`src/rtl/mux4x1_serializer_pkg.sv`:
```
// Shared state encoding, word type and constants for the 4x1 mux serializer.
package mux4x1_serializer_pkg;

    typedef enum logic [1:0] {
        IDLE  = 2'd0,
        SHIFT = 2'd1,
        DONE  = 2'd2
    } state_t;

    typedef logic [0:3] word_t;

    localparam logic [1:0] SEL_LAST           = 2'b11;
    localparam int         DEFAULT_BIT_CYCLES = 1;

endpackage

```
`src/rtl/mux4x1_serializer_if.sv`:
```
// Upstream word handshake into the serializer.
interface mux4x1_serializer_if;
    import mux4x1_serializer_pkg::*;

    logic  in_valid;
    logic  in_ready;
    word_t in_data;

    modport master (output in_valid, output in_data, input in_ready);
    modport slave  (input in_valid, input in_data, output in_ready);

endinterface

```
`src/rtl/mux4x1_serializer_bit_period_timer.sv`:
```
// Bit-period counter: runs 0..BIT_CYCLES-1 while enabled and flags the last cycle.
module mux4x1_serializer_bit_period_timer #(
    parameter int BIT_CYCLES = 1,
    parameter int CNT_W      = 8
) (
    input  logic clk,
    input  logic rst,
    input  logic clr,
    input  logic en,
    output logic tc
);

    localparam logic [CNT_W-1:0] LAST = CNT_W'(BIT_CYCLES - 1);

    logic [CNT_W-1:0] count;

    assign tc = (count == LAST);

    always_ff @(posedge clk) begin
        if (rst || clr) begin
            count <= '0;
        end else if (en) begin
            count <= tc ? '0 : count + 1'b1;
        end
    end

endmodule

```
`src/rtl/mux4x1_serializer.sv`:
```
// Loads a 4-bit word onto the gate mux, steps its select 00..11 and serializes the
// returned mux output, flagging any bit that disagrees with the loaded word.
module mux4x1_serializer
    import mux4x1_serializer_pkg::*;
#(
    parameter int BIT_CYCLES = DEFAULT_BIT_CYCLES,
    parameter int CNT_W      = 8
) (
    input  logic               clk,
    input  logic               rst,
    mux4x1_serializer_if.slave in_bus,
    output word_t              mux_a,
    output logic [0:1]         mux_sel,
    input  logic               mux_f,
    output logic               ser_out,
    output logic               ser_valid,
    output logic               done,
    output logic               err,
    input  logic               clr_err
);

    state_t     state;
    state_t     next_state;
    logic [1:0] sel_idx;
    logic       accept;
    logic       tc;
    logic       sample_bit;
    logic       mismatch;
    logic       timer_clr;
    logic       timer_en;

    assign in_bus.in_ready = (state == IDLE);
    assign accept          = in_bus.in_valid && (state == IDLE);
    assign mux_sel         = {sel_idx[1], sel_idx[0]};
    assign done            = (state == DONE);
    assign sample_bit      = (state == SHIFT) && tc;
    assign mismatch        = sample_bit && (mux_f != mux_a[sel_idx]);

    mux4x1_serializer_bit_period_timer #(
        .BIT_CYCLES(BIT_CYCLES),
        .CNT_W     (CNT_W)
    ) u_timer (
        .clk(clk),
        .rst(rst),
        .clr(timer_clr),
        .en (timer_en),
        .tc (tc)
    );

    always_comb begin
        next_state = state;
        timer_clr  = 1'b1;
        timer_en   = 1'b0;
        case (state)
            IDLE: begin
                if (accept) begin
                    next_state = SHIFT;
                end
            end
            SHIFT: begin
                timer_clr = 1'b0;
                timer_en  = 1'b1;
                if (tc && (sel_idx == SEL_LAST)) begin
                    next_state = DONE;
                end
            end
            DONE:    next_state = IDLE;
            default: next_state = IDLE;
        endcase
    end

    // A mismatch in the same cycle as clr_err must still leave err set.
    always_ff @(posedge clk) begin
        if (rst) begin
            state     <= IDLE;
            mux_a     <= '0;
            sel_idx   <= '0;
            ser_out   <= 1'b0;
            ser_valid <= 1'b0;
            err       <= 1'b0;
        end else begin
            state     <= next_state;
            ser_valid <= sample_bit;
            if (accept) begin
                mux_a   <= in_bus.in_data;
                sel_idx <= '0;
            end
            if (sample_bit) begin
                ser_out <= mux_f;
                if (sel_idx != SEL_LAST) begin
                    sel_idx <= sel_idx + 2'd1;
                end
            end
            if (state == DONE) begin
                sel_idx <= '0;
            end
            if (mismatch) begin
                err <= 1'b1;
            end else if (clr_err) begin
                err <= 1'b0;
            end
        end
    end

endmodule

```
`src/flat_wrapper.sv`:
```
// flat-port wrapper written by rule: the top's interface ports become plain ports
module mux4x1_serializer_flat import mux4x1_serializer_pkg::*;
#(
    parameter int BIT_CYCLES = DEFAULT_BIT_CYCLES,
    parameter int CNT_W      = 8
)
  (clk, rst, mux_a, mux_sel, mux_f, ser_out, ser_valid, done, err, clr_err, in_bus_in_valid, in_bus_in_data, in_bus_in_ready);
  mux4x1_serializer_if in_bus_i ();
  input  logic clk;
  input  logic rst;
  output word_t mux_a;
  output logic [0:1] mux_sel;
  input  logic mux_f;
  output logic ser_out;
  output logic ser_valid;
  output logic done;
  output logic err;
  input  logic clr_err;
  input wire logic [$bits(in_bus_i.in_valid)-1:0] in_bus_in_valid;
  input wire logic [$bits(in_bus_i.in_data)-1:0] in_bus_in_data;
  output wire logic [$bits(in_bus_i.in_ready)-1:0] in_bus_in_ready;
  assign in_bus_i.in_valid = in_bus_in_valid;
  assign in_bus_i.in_data = in_bus_in_data;
  assign in_bus_in_ready = in_bus_i.in_ready;
  mux4x1_serializer #(.BIT_CYCLES(BIT_CYCLES), .CNT_W(CNT_W)) u_core (.clk(clk), .rst(rst), .in_bus(in_bus_i), .mux_a(mux_a), .mux_sel(mux_sel), .mux_f(mux_f), .ser_out(ser_out), .ser_valid(ser_valid), .done(done), .err(err), .clr_err(clr_err));
endmodule
```
`config.mk`:
```
export PLATFORM = sky130hd
export DESIGN_NAME = mux4x1_serializer_flat
export DESIGN_NICKNAME = d
export VERILOG_FILES = /design/src/rtl/mux4x1_serializer_pkg.sv /design/src/rtl/mux4x1_serializer_if.sv /design/src/rtl/mux4x1_serializer_bit_period_timer.sv /design/src/rtl/mux4x1_serializer.sv /design/src/flat_wrapper.sv
export SDC_FILE = /design/constraint.sdc
export NUM_CORES = 1
export LEC_CHECK = 0
export ABC_AREA = 1
export CORE_ASPECT_RATIO = 1.2
export CORE_MARGIN = 8
export CORE_UTILIZATION = 30
export DETAILED_ROUTE_END_ITERATION = 10
export PLACE_DENSITY_LB_ADDON = 0.12
export REMOVE_ABC_BUFFERS = 1
export SKIP_LAST_GASP = 1
export SYNTH_ARGS = -nofsm -noshare
export SYNTH_HDL_FRONTEND = slang
export SYNTH_SLANG_ARGS = --single-unit
export TNS_END_PERCENT = 5
```
`constraint.sdc`:
```
create_clock -name clk -period 3.35 [get_ports clk]
set_input_delay 0.5025 -clock clk [delete_from_list [all_inputs] [get_ports clk]]
set_output_delay 0.5025 -clock clk [all_outputs]
set_load 0.01 [all_outputs]
```
=== Word level (Yosys, flattened, before mapping) ===
Index checks and enable logic that the tools add are counted.

* $add $sub $neg: 2
* Magnitude comparators: 1
* Eq/ne operators: 7
* Muxes and demuxes: 14
* Bitwise operators: 1
* Reduce and logical (&&, ||, !) cells: 10

{| class="wikitable"
|+ Operators with widths
! operator !! count
|-
| two-way mux 2 bit || 5
|-
| adder 8 x 1 -> 8 bit (second input constant) || 1
|-
| logical NOT 8 bit || 1
|-
| two-way mux 8 bit || 1
|-
| two-way mux 1 bit || 6
|-
| == test 2 bit (second input constant) || 2
|-
| logical AND 1 bit || 4
|-
| inequality test 2 bit (second input constant) || 2
|-
| case mux 2 bit (2 select lines) || 1
|-
| >= comparator 3 bit (second input constant) || 1
|-
| inverter 2 -> 3 bit || 1
|-
| adder 2 x 1 -> 2 bit (second input constant) || 1
|-
| binary-select mux 1 bit (select 2 bit) || 1
|-
| == test 2 x 1 -> 1 bit (second input constant) || 1
|-
| logical NOT 2 bit || 1
|-
| inequality test 2 x 1 -> 1 bit (second input constant) || 1
|-
| AND reduction 2 bit || 1
|-
| nonzero test 2 bit || 1
|-
| OR reduction 2 bit || 1
|-
| logical OR 1 bit || 1
|-
| inequality test 1 bit || 1
|}

* Flip-flop bits (word level): 19
* Bits of input ports: 9
* Output and inout port bits: 11
* Word-level logic and storage cells: 42

=== Logic depth before layout (Yosys ltp) ===
* Word-level depth: 7
* Depth in mapped cells: 9
* Depth with buffers taken out: 9

=== By module ===
From an unflattened synthesis, not the netlist that was laid out.

* Cells, all modules: 136
* Area, all modules: 940.9 um^2

{| class="wikitable"
|+ By module, submodules not included
! module !! times used !! cells an instance !! area an instance (um^2) !! sequential area each (um^2)
|-
| mux4x1_serializer || 1 || 69 || 491.7 || 220.2
|-
| mux4x1_serializer_bit_period_timer || 1 || 67 || 449.2 || 160.2
|}

=== Worst setup path after synthesis ===
No wires, ideal clock.

* Kind: register to register
* From: register u_core.u_timer.count[0]
* To: register u_core.u_timer.count[4]
* Library setup time: 0.115 ns
* Arrival time: 1.042 ns
* Required time: 3.235 ns
* Setup slack: 2.193 ns
* Cell stages (with the launch flop): 10
* Path buffers: 0
* Clock period less this slack: 1.157 ns
* Path through: dfxtp_1 -> inv_1 -> ha_1 -> nand2_1 -> nor2_2 -> nand2_4 -> nand2_4 -> inv_2 -> o21ai_1 -> nor2_1

* Word-level cells in the longest chain between the ends: 2
* Elaborated cells between the ends (all ways): 3
* Classes of those cells: add/sub (1); mux (1); reduce/logical (1)

{| class="wikitable"
|+ RTL lines
! item !! RTL line !! RTL
|-
| start: declaration || mux4x1_serializer_bit_period_timer.sv:15 || <nowiki>logic [CNT_W-1:0] count;</nowiki>
|-
| start signal: assignment || mux4x1_serializer_bit_period_timer.sv:23 || <nowiki>count <= tc ? '0 : count + 1'b1;</nowiki>
|-
| adder 8 x 1 -> 8 bit / logical NOT 8 bit (equally long branches) || mux4x1_serializer_bit_period_timer.sv:23, mux4x1_serializer_bit_period_timer.sv:17 ||
|-
| two-way mux 8 bit * || mux4x1_serializer_bit_period_timer.sv:23 ||
|}

Every way passes the cells marked *; elsewhere a longest branch is shown, timed or not.
A chain may end at the register's enable or synchronous reset.

=== Worst setup path after layout ===
* From: register u_core.state[0]
* To: output in_bus_in_ready

* Word-level cells in the longest chain between the ends: 1

{| class="wikitable"
|+ RTL lines
! item !! RTL line !! RTL
|-
| start: declaration || mux4x1_serializer.sv:22 || <nowiki>state_t state;</nowiki>
|-
| start signal: assignment || mux4x1_serializer.sv:82 || <nowiki>state <= next_state;</nowiki>
|-
| logical NOT 2 bit || mux4x1_serializer.sv:32 || <nowiki>assign in_bus.in_ready = (state == IDLE);</nowiki>
|-
| end: declaration || flat_wrapper.sv:21 || <nowiki>output wire logic [$bits(in_bus_i.in_ready)-1:0] in_bus_in_ready;</nowiki>
|}

No other way between the ends.

==> flow_metrics.py <==
metrics = {
    "global_route": {
        "grt_max_degree": 11,
        "first_global_vias": 870,
        "gr-total-overflow": 0,
        "grt_use_total_pct": 8.67,
        "antenna_found_initial": 0,
        "grt_pass1_wl_um": 3670,
    },
    "logic_synthesis": {
        "synthesis.area_um2": 980,
        "yosys_warnings": 0,
        "yosys.area.top_type": "dfxtp_1",
        "synth_top_cell_area_share_pct": 38.8,
        "synth_cells": 141,
        "synth_cell_types": 19,
        "ys_ff_latch": 19,
        "yosysSeqAreaShare_pct": 38.8,
        "synth.area.top_cells": "dfxtp_1 (39%), nand2_1 (12%), nor2_1 (8.4%), nand3_1 (6.6%), inv_1 (6.1%)",
        "avgSynthCellArea_um2": 6.95,
    },
    "layout": {
        "drive_gt1_share_pct": 12.8,
        "final_cell_mix": "nand2_1 (32), nor2_1 (22), clkdlybuf4s50_1 (19), dfxtp_1 (19), inv_1 (16)",
        "syn_to_final_growth_pct": 26.7,
        "final_common_cell": "nand2_1",
        "finalNetCount": 177,
        "num_antenna_cells": 0,
    },
    "route": {
        "post_drt_wl_per_cell_um": 11.0,
        "num_vias": 896,
        "drcViolationCount": 0,
        "routed_wl_um": 2200,
        "ant_nets": 0,
        "drt_iter0_markers": 62,
        "drtPass1Iterations": 4,
        "routed_via_density": 4.48,
    },
    "worst_setup_path": {
        "endpoint_kind": "primary output",
        "crit_required_ps": 2850,
        "crit_arrival_ps": 1430,
        "crit_fanout": 4,
        "crit_path_start_kind": "flip-flop",
        "timing.rr.start": "u_core.u_timer.count[1]",
        "path_class": "reg2out",
        "reg2reg_slack_ps": 2070,
        "reg2reg_depth": 6,
        "reg2reg_to": "u_core.u_timer.count[4]",
    },
    "clock_network": {
        "root_buffer": "clkbuf_4",
        "htree_levels": 1,
        "cts_setup_buffers": 0,
        "cts_buffer_depth": 2,
        "path_clk_slew_ps": 110,
        "ctsHoldBuffers": 0,
        "post_cts_resized": 0,
        "clock-sinks": 19,
        "clk_latency_ps": 290,
        "cts_buffers": 3,
        "cts_tree": "done",
    },
    "timing": {
        "setup_slack_ps": 1420,
        "setup-tns-final_ps": 0,
        "min_period_ps": 1930,
        "setup_viol": 0,
        "fin_crit_sh_pct": 57.5,
        "rsz0062_at_grt": "no",
        "tightest_slew_ps": 256,
        "final_max_slew_viol_count": 0,
        "maxSlewHeadroom_pct": 82.8,
        "fmax_mhz": 519,
        "fin_skew_ps": 3.84,
        "hold_violations": 0,
    },
    "floorplanning": {
        "initial_core_util_pct": 31.8,
        "die_w_um": 68.2,
        "std_cell_rows": 22,
        "io_pins": 20,
        "core-area_um2": 3080,
        "fp.dieH_um": 78.6,
        "die_area_um2": 5360,
    },
    "hold_path": {
        "holdCritPathClass": "reg2reg",
        "hold_path_end": "u_core.u_timer.count[0]",
        "whs_path_depth": 1,
        "hp-start": "u_core.u_timer.count[0]",
    },
    "power": {
        "p_leak_nw": 0.501,
        "pwr_density_cell_nw_per_um2": 365,
        "peakVddDrop_uv": 198,
    },
    "placement": {
        "dp_slack_ps": 1760,
        "dpl.hpwl_um": 1750,
        "io_buffers": 19,
        "gp_congestion": 0.848,
    },
    "status": {
        "status": "finished clean",
    },
    "flow_run": {
        "maxCapViolCount": 0,
    },
}
==> how the worst max path moves through the flow <==
stage	start	endpoint	slack [ps]	cells after the start
floorplan	u_core.u_timer.count[0]	u_core.u_timer.count[4]	2190	9
global placement	u_core.state[0]	in_bus_in_ready	1790	2
detailed placement	u_core.state[0]	in_bus_in_ready	1760	2
CTS	u_core.state[0]	in_bus_in_ready	1400	2
global route	u_core.state[0]	in_bus_in_ready	1330	2
finish	u_core.state[0]	in_bus_in_ready	1420	2
==> layout make-up <==
type | instances | area [um^2]
repair buffers | 19 | 190
fillers | 355 | 1840
clock buffers | 4 | 26.3
inverters | 22 | 82.6
multi-input cells | 100 | 517
flip-flops and latches | 19 | 380
well taps | 36 | 45.0
==> layer usage <==
layer | routed length (um) | share of wire [%] | vias to the layer above | global-route usage, %
met5 | 0 | 0 | - | 0
met4 | 27 | 1.2 | 0 | 3.70
met3 | 157 | 7.1 | 4 | 2.27
met2 | 1060 | 48 | 15 | 15.2
met1 | 956 | 43 | 392 | 9.32
li1 | - | - | 485 | -
==> cell usage after synthesis <==
cell,count
o21ai_1,2
nand2_1,32
o221ai_1,1
inv_2,6
o21ai_0,7
nor2_4,3
nor2_1,22
nor3_1,2
nor3_2,1
nand2_2,1
dfxtp_1,19
nand2_4,3
nand3b_1,1
ha_1,3
a21oi_1,5
nor3b_2,1
nor2_2,3
nand3_1,13
inv_1,16
==> metrics by stage <==
step	std cells	area [um^2]	utilization, %	power [mW]	hold slack (ps)
after global placement	196	1210	39.4	0.341	454
final	200	1240	40.3	0.452	473
after global routing	200	1240	40.3	0.477	503
after CTS	200	1240	40.3	0.461	486
after detailed placement	196	1210	39.4	0.342	457
after floorplan	141	980	-	0.298	430
==> critical path, stage by stage, from the launching register on <==
cell             delay [ps]
dfxtp_1                 380
nor2_1                  190
clkdlybuf4s50_1         570
==> cell families (layout without fill, tap and decap cells) <==
| kind of cell | count (synthesis) | in the layout | synth area share (%) |
|---|---|---|---|
| adders and majority gates | 3 | 3 | 3.83 |
| DFF | 19 | 19 | 38.8 |
| and+or+nand+nor | 82 | 82 | 40.9 |
| buffers and inverters | 22 | 45 | 8.43 |
| AOI/OAI and AO/OA | 15 | 15 | 8.05 |
==> report_power, final <==
group | total, mW | internal, mW | switching, mW
combinational | 0.0882 | 0.0438 | 0.0444
clock | 0.117 | 0.0464 | 0.0703
sequential | 0.248 | 0.237 | 0.0103
==> flip-flops by register name, indices dropped and copies added (netlist names) <==
register	flops
u_core.err	1
u_core.mux_a	4
u_core.mux_sel	2
u_core.ser_out	1
u_core.ser_valid	1
u_core.state	2
u_core.u_timer.count	8
No activity file was read; power rests on OpenSTA's default activity.
